## config.mk

```make
export PLATFORM = sky130hd
export DESIGN_NAME = cache_rw_lookup
export DESIGN_NICKNAME = d
export VERILOG_FILES = /design/src/rtl/cache_rw_lookup.sv
export SDC_FILE = /design/constraint.sdc
export NUM_CORES = 2
export LEC_CHECK = 0
export CAP_MARGIN = 15
export CORE_MARGIN = 10
export CORE_UTILIZATION = 35
export DETAILED_ROUTE_END_ITERATION = 16
export GPL_TIMING_DRIVEN = 0
export PLACE_DENSITY = 0.51
export RECOVER_POWER = 25
export SLEW_MARGIN = 10
export SYNTH_ARGS = -nofsm -noshare
export SYNTH_HDL_FRONTEND = slang
export SYNTH_SLANG_ARGS = --single-unit
```

## constraint.sdc

```tcl
create_clock -name clk -period 6.5 [get_ports clk]
set_clock_uncertainty 0.05 [all_clocks]
set_input_delay 1.625 -clock clk [delete_from_list [all_inputs] [get_ports clk]]
set_output_delay 1.625 -clock clk [all_outputs]
set_load 0.02 [all_outputs]
```

## src/rtl/cache_rw_lookup.sv

```systemverilog
// cache_rw_lookup: N-way set-associative lookup/control engine for the data cache.
// Keeps the tag, valid and per-byte readable (re) state in flops. Checks for hits,
// picks a victim way round-robin, issues refill, IO and control commands, and
// replays an access after a refill. The data RAM lives outside this block and is
// addressed through hitWay and m0_way.
//
// Ports
//   clk, rest          : clock, synchronous active-high reset
//   s0_*               : CPU slave access (address, byteEnable, read, write,
//                        waitRequest, done) with hitWay valid during s0_done
//   isIOAddrBlock      : current access targets IO space (uncacheable)
//   isEnableCache      : cache enable
//   isRequest          : level request for invalidate-all followed by a control command
//   m0_cmd/_valid/_ready, m0_address, m0_way : command to the refill/IO unit
//   fill_done          : refill/IO/control completion pulse
// Optional: define CACHE_RW_STAT_EN to add hitCount/missCount outputs.

module cache_rw_way_cmp #(
  parameter int TW = 21
) (
  input  logic [TW-1:0] lineTag,
  input  logic          lineValid,
  input  logic [TW-1:0] reqTag,
  output logic          match
);
  assign match = lineValid && (lineTag == reqTag);
endmodule

module cache_rw_lookup #(
  parameter  int SIZE       = 8192,
  parameter  int WAYS       = 4,
  parameter  int LINE_WORDS = 16,
  localparam int WW         = (WAYS > 1) ? $clog2(WAYS) : 1
) (
  input  logic          clk,
  input  logic          rest,
  input  logic [31:0]   s0_address,
  input  logic [3:0]    s0_byteEnable,
  input  logic          s0_read,
  input  logic          s0_write,
  output logic          s0_waitRequest,
  output logic          s0_done,
  output logic [WW-1:0] hitWay,
  input  logic          isIOAddrBlock,
  input  logic          isEnableCache,
  input  logic          isRequest,
  output logic [3:0]    m0_cmd,
  output logic          m0_cmd_valid,
  input  logic          m0_cmd_ready,
  output logic [31:0]   m0_address,
  output logic [WW-1:0] m0_way,
  input  logic          fill_done
`ifdef CACHE_RW_STAT_EN
  ,
  output logic [31:0]   hitCount,
  output logic [31:0]   missCount
`endif
);
  localparam int SETS = SIZE / (4 * LINE_WORDS * WAYS);
  localparam int SW   = $clog2(SETS);
  localparam int OW   = $clog2(LINE_WORDS) + 2;
  localparam int TW   = 32 - SW - OW;
  localparam int SIW  = (SW > 0) ? SW : 1;

  typedef enum logic [2:0] {IDLE, LOOKUP, CMD, WAIT, FLUSH} state_t;

  typedef struct packed {
    logic [31:0] addr;
    logic [3:0]  be;
    logic        wr;
    logic        io;
    logic        en;
  } req_t;

  state_t state, stateNext;
  req_t   req;

  logic [WAYS-1:0][TW-1:0] tagMem   [SETS];
  logic [WAYS-1:0]         validMem [SETS];
  logic [WAYS-1:0][3:0]    reMem    [SETS];

  logic [SIW-1:0] setIdx, flushCnt;
  logic [TW-1:0]  reqTag;
  logic [WW-1:0]  victim, hitIdx, freeIdx;
  logic           victimFree, hitAny, freeAny, good;
  logic [WAYS-1:0] match;

  if (SW > 0) begin : gSet
    assign setIdx = req.addr[SW+OW-1:OW];
  end else begin : gNoSet
    assign setIdx = '0;
  end
  assign reqTag = req.addr[31:SW+OW];

  cache_rw_way_cmp #(.TW(TW)) uCmp [WAYS-1:0] (
    .lineTag  (tagMem[setIdx]),
    .lineValid(validMem[setIdx]),
    .reqTag   ({WAYS{reqTag}}),
    .match    (match)
  );

  // Tags are unique within a set, so at most one match bit is ever set.
  // The second loop runs downward so that the lowest invalid way is the one kept.
  always_comb begin
    hitAny  = 1'b0;
    hitIdx  = '0;
    freeAny = 1'b0;
    freeIdx = '0;
    for (int w = 0; w < WAYS; w++)
      if (match[w]) begin
        hitAny = 1'b1;
        hitIdx = WW'(w);
      end
    for (int w = WAYS - 1; w >= 0; w--)
      if (!validMem[setIdx][w]) begin
        freeAny = 1'b1;
        freeIdx = WW'(w);
      end
  end

  assign good = hitAny && !req.io && req.en &&
                (req.wr || ((reMem[setIdx][hitIdx] & req.be) == req.be));

  assign s0_waitRequest = (state != IDLE);

  always_ff @(posedge clk)
    if (rest) state <= IDLE;
    else      state <= stateNext;

  always_comb begin
    stateNext = state;
    unique case (state)
      IDLE:    if (s0_read || s0_write) stateNext = LOOKUP;
               else if (isRequest)      stateNext = FLUSH;
      LOOKUP:  stateNext = good ? IDLE : CMD;
      CMD:     if (m0_cmd_ready) stateNext = WAIT;
      WAIT:    if (fill_done) stateNext = (m0_cmd == 4'd1) ? LOOKUP : IDLE;
      FLUSH:   if (flushCnt == SIW'(SETS - 1)) stateNext = CMD;
      default: stateNext = IDLE;
    endcase
  end

  always_ff @(posedge clk) begin
    if (rest) begin
      req          <= '0;
      victim       <= '0;
      victimFree   <= 1'b0;
      flushCnt     <= '0;
      s0_done      <= 1'b0;
      hitWay       <= '0;
      m0_cmd       <= '0;
      m0_cmd_valid <= 1'b0;
      m0_address   <= '0;
      m0_way       <= '0;
      for (int s = 0; s < SETS; s++) begin
        validMem[s] <= '0;
        reMem[s]    <= '0;
      end
`ifdef CACHE_RW_STAT_EN
      hitCount  <= '0;
      missCount <= '0;
`endif
    end else begin
      s0_done <= 1'b0;
`ifdef CACHE_RW_STAT_EN
      if (s0_done) hitCount <= hitCount + 32'd1;
`endif
      unique case (state)
        IDLE: begin
          flushCnt <= '0;
          if (s0_read || s0_write) begin
            req.addr <= s0_address;
            req.be   <= s0_byteEnable;
            req.wr   <= s0_write;  // read+write together counts as a write
            req.io   <= isIOAddrBlock;
            req.en   <= isEnableCache;
          end
        end
        LOOKUP: begin
          if (good) begin
            s0_done <= 1'b1;
            hitWay  <= hitIdx;
            if (req.wr) reMem[setIdx][hitIdx] <= reMem[setIdx][hitIdx] | req.be;
          end else begin
            m0_cmd       <= (req.io || !req.en) ? 4'd2 : 4'd1;
            m0_way       <= freeAny ? freeIdx : victim;
            victimFree   <= freeAny;
            m0_address   <= req.addr;
            m0_cmd_valid <= 1'b1;
`ifdef CACHE_RW_STAT_EN
            missCount <= missCount + 32'd1;
`endif
          end
        end
        CMD: if (m0_cmd_ready) m0_cmd_valid <= 1'b0;
        WAIT: begin
          if (fill_done && m0_cmd == 4'd1) begin
            validMem[setIdx][m0_way] <= 1'b1;
            reMem[setIdx][m0_way]    <= 4'hF;
            // Filling an empty way does not consume a round-robin slot.
            if (!victimFree)
              victim <= (victim == WW'(WAYS - 1)) ? '0 : victim + 1'b1;
          end
        end
        FLUSH: begin
          validMem[flushCnt] <= '0;
          reMem[flushCnt]    <= '0;
          flushCnt           <= flushCnt + 1'b1;
          if (flushCnt == SIW'(SETS - 1)) begin
            m0_cmd       <= 4'd3;
            m0_cmd_valid <= 1'b1;
          end
        end
        default: ;
      endcase
    end
  end

  // Tags need no reset because a tag is only trusted while its valid bit is set.
  always_ff @(posedge clk)
    if (!rest && state == WAIT && fill_done && m0_cmd == 4'd1)
      tagMem[setIdx][m0_way] <= reqTag;

endmodule
```

==> results.json <==
{
  "cts_tree": "done",
  "cts_buffer_depth": 4,
  "vias": 90216,
  "rsz0062_at_grt": "yes",
  "switching_share_pct": 35.3,
  "synthXorXnorAreaFrac_pct": 0.487,
  "globalRouteOverflowTotal": 0,
  "p_comb_share_pct": 28.4,
  "total_power_mw": 66.0,
  "hp-start": "req[1]$_SDFFE_PP0P_",
  "max_slew_margin_pct": -139,
  "dieArea_sq_um": 426000,
  "fp.dieH_um": 653,
  "arrival_ns": 7.31,
  "track_usage_pct": 28.7,
  "crit_path_cell_trace": "buf_2 -> buf_2 -> clkbuf_4 -> and3_1 -> a22o_1 -> a221oi_1 -> nand3_1 -> xnor2_1 -> or4b_1 -> or3_1 -> o31a_1 -> buf_2 -> clkbuf_2 -> o21ai_2",
  "slowest_stage": "and3_1",
  "yosysMostFrequentCell": "edfxtp_1",
  "ys_ff_latch": 3423,
  "synth_top_cell_area_share_pct": 71.3,
  "ir_worst_vdd_v": 0.000234,
  "synth_compound_area_share_pct": 4.79,
  "synth.largest_area_cell": "edfxtp_1",
  "synth.cell_area_sq_um": 140000,
  "avgViaCountPerCell": 6.28,
  "htree_levels": 5,
  "root_buffer": "clkbuf_16",
  "initial_utilization_pct": 35.1,
  "dr_wl_met2_mm": 280,
  "firstDrtPassIters": 6,
  "worst-path-max-fanout": 11,
  "max_freq_mhz": 149,
  "slew_viol_final": 721,
  "cts_sinks": 3423,
  "synthAdderAreaFrac_pct": 0.0268,
  "ys_seq_area_share_pct": 72.6,
  "avgSynthCellArea_sq_um": 17.4,
  "endpoint_kind": "flop",
  "power.density_nw_per_um2": 396,
  "cts_buffers": 364,
  "drv_cap": 15,
  "ys_warn_count": 0,
  "highest_layer": "met5",
  "fin_setup_tns_ns": -56.49,
  "violations": "capacitance limit, slew limit, setup timing",
  "antenna_found_initial": 65,
  "muxShareOfSynthArea_pct": 14.1,
  "synth_area_leaders": "edfxtp_1 (71%), mux4_2 (9.4%), mux2i_1 (4.2%), nor2_1 (2.1%), dfxtp_1 (1.4%)",
  "worst_pin_slew_ns": 3.58,
  "cp.required_ns": 7.09,
  "seqPwrFrac_pct": 40.1,
  "place_congestion": 0.965,
  "finalSetupViolations": 668,
  "dp_hpwl_mm": 442,
  "dr_wl_met3_mm": 75.3,
  "synth_edf_count": 3328,
  "power_frac_clock_pct": 31.5,
  "grt_max_degree": 97,
  "die_w_um": 653,
  "worst-setup-path-type": "reg -> reg",
  "setup_ws_ns": -0.223,
  "hold_violations": 0,
  "num_io_pins": 88,
  "fillers": 35344,
  "drive_gt1_share_pct": 22.9,
  "critPathTopFamily": "simple AND/OR/NAND/NOR gates",
  "drc": 0,
  "yosys.area_share.simple_pct": 5.57,
  "routed_wirelength_mm": 635,
  "startpoint_type": "flop",
  "wl_met1_mm": 236,
  "core_area_sq_um": 399000,
  "portBuffers": 85,
  "drt_iter0_markers": 15871,
  "status": "finished, violations left",
  "yosys-top-cells-count": "edfxtp_1 (3,328), nor2_1 (786), mux2i_1 (593)",
  "area_delta_synth_final_pct": 18.9,
  "hold_path_class": "reg -> reg",
  "period_needed_ns": 6.72,
  "multi_input_area_sq_um": 36800,
  "synth_cell_type_count": 104,
  "fin_crit_sh_pct": 103,
  "critPathMostFrequentCell": "buf_2",
  "final_nets": 8814,
  "wl_per_cell_um": 44.2,
  "holdBufCountCts": 0,
  "switchingPower_mw": 23.3,
  "rows": 232,
  "clock_latency_ns": 1.04,
  "slowest_delay_ns": 0.74,
  "seqCellArea_sq_um": 102000,
  "path_buf_inv": 5,
  "synth_top_family_by_area": "multiplexers",
  "grt_pass1_wl_mm": 817,
  "path_clk_slew_ns": 0.06,
  "synthArstFlopShare_pct": 0,
  "ant_nets": 0,
  "synthCells": 8076,
  "p_leak_nw": 52.7,
  "p_int_mw": 42.7,
  "synth_top_flop_cell": "edfxtp_1",
  "grt_pass1_vias": 84078
}
## power groups by stage
stage | Combinational [mW] | Sequential (mW) | Clock [mW]
after floorplan | 8.06 | 27.0 | 0
after global placement | 16.0 | 28.0 | 0
after detailed placement | 17.6 | 26.9 | 0
after CTS | 18.0 | 26.4 | 20.8
after global routing | 18.7 | 26.5 | 21.7
final | 18.8 | 26.5 | 20.8
## routing by layer
layer / global-route usage, % / vias to the layer above
li1: - / 33739
met1: 36.9 / 47878
met2: 43.4 / 6960
met3: 8.79 / 1605
met4: 16.1 / 34
met5: 0.122 / -
## placed cells by master, fill, tap and decap left out, types with 69 or more instances in the layout
| master | count |
|---|---|
| clkbuf_2 | 69 |
| nand3_1 | 80 |
| edfxtp_1 | 3328 |
| mux2i_1 | 589 |
| nand2_1 | 470 |
| o21ai_0 | 208 |
| nor3_1 | 169 |
| buf_4 | 117 |
| buf_6 | 101 |
| buf_12 | 112 |
| clkbuf_1 | 227 |
| nor2_1 | 651 |
| clkbuf_16 | 368 |
| a22oi_1 | 203 |
| buf_2 | 95 |
| nor2_4 | 135 |
| clkdlybuf4s50_1 | 85 |
| buf_16 | 84 |
| clkinv_1 | 83 |
| mux4_2 | 584 |
| o22ai_1 | 74 |
| a21oi_1 | 125 |
| dfxtp_1 | 84 |
## registers in the layout, summed over array words and instances, names as in the netlist, named ones only
signal	cells
m0_cmd	2
victimFree	1
m0_cmd_valid	1
validMem	128
flushCnt	5
state	3
m0_address	32
req	39
tagMem	2688
hitWay	2
reMem	512
m0_way	2
s0_done	1
victim	2
## final timing paths
path	to	slack, ns	depth (start not counted)
setup / recovery	reMem[15][1]$_SDFFCE_PN0P_	-0.22	14
setup reg to reg	reMem[15][1]$_SDFFCE_PN0P_	-0.22	14
hold / removal	req[1]$_SDFFE_PP0P_	0.41	2
hold reg to reg	req[1]$_SDFFE_PP0P_	0.41	2
## timing repair
action / 4_1_cts / 5_1_grt
setup endpoints to repair: 1066 / 929
buffers inserted: 5 / 4
gates resized for setup: 329 / 105
pin swaps: 3 / 3
## logic make-up after synthesis
kind of cell	Yosys count
flip-flops	3423
multiplexers	1210
other	1
XOR/XNOR	78
adder cells (fa/ha/maj)	3
AO/OA/AOI/OAI	979
AND/OR/NAND/NOR	1776
buffers and inverters	606
## stage by stage
step	instances	worst slack [ns]	util, %	hold WS [ns]	area (sq um)
2_1_floorplan	8077	1.43	-	0.382	140000
3_3_place_gp	13427	-5.11	37.0	0.395	148000
3_5_place_dp	13658	-2.36	38.5	0.399	154000
4_1_cts	14321	-0.0572	41.7	0.409	166000
5_1_grt	14327	-0.0576	41.7	0.436	167000
6_report	14375	-0.223	41.8	0.410	167000
## tightest hold or removal path, cell delays in order (launching register included)
cell     delay [ns]
dfxtp_1        0.31
nand2_1        0.05
a21oi_1        0.05
## layout make-up
| cell class | count | share of cell area, % |
|---|---|---|
| Inverter | 29 | 0.0653 |
| Multi-Input combinational cell | 4048 | 22.1 |
| Timing Repair Buffer | 327 | 3.42 |
| Buffer | 573 | 2.33 |
| Sequential cell | 3423 | 61.1 |
| Clock buffer | 441 | 5.69 |
| Clock inverter | 219 | 1.24 |
| Antenna cell | 50 | 0.0751 |
| Tap cell | 5265 | 3.95 |
(Power assumes the default switching activity.)
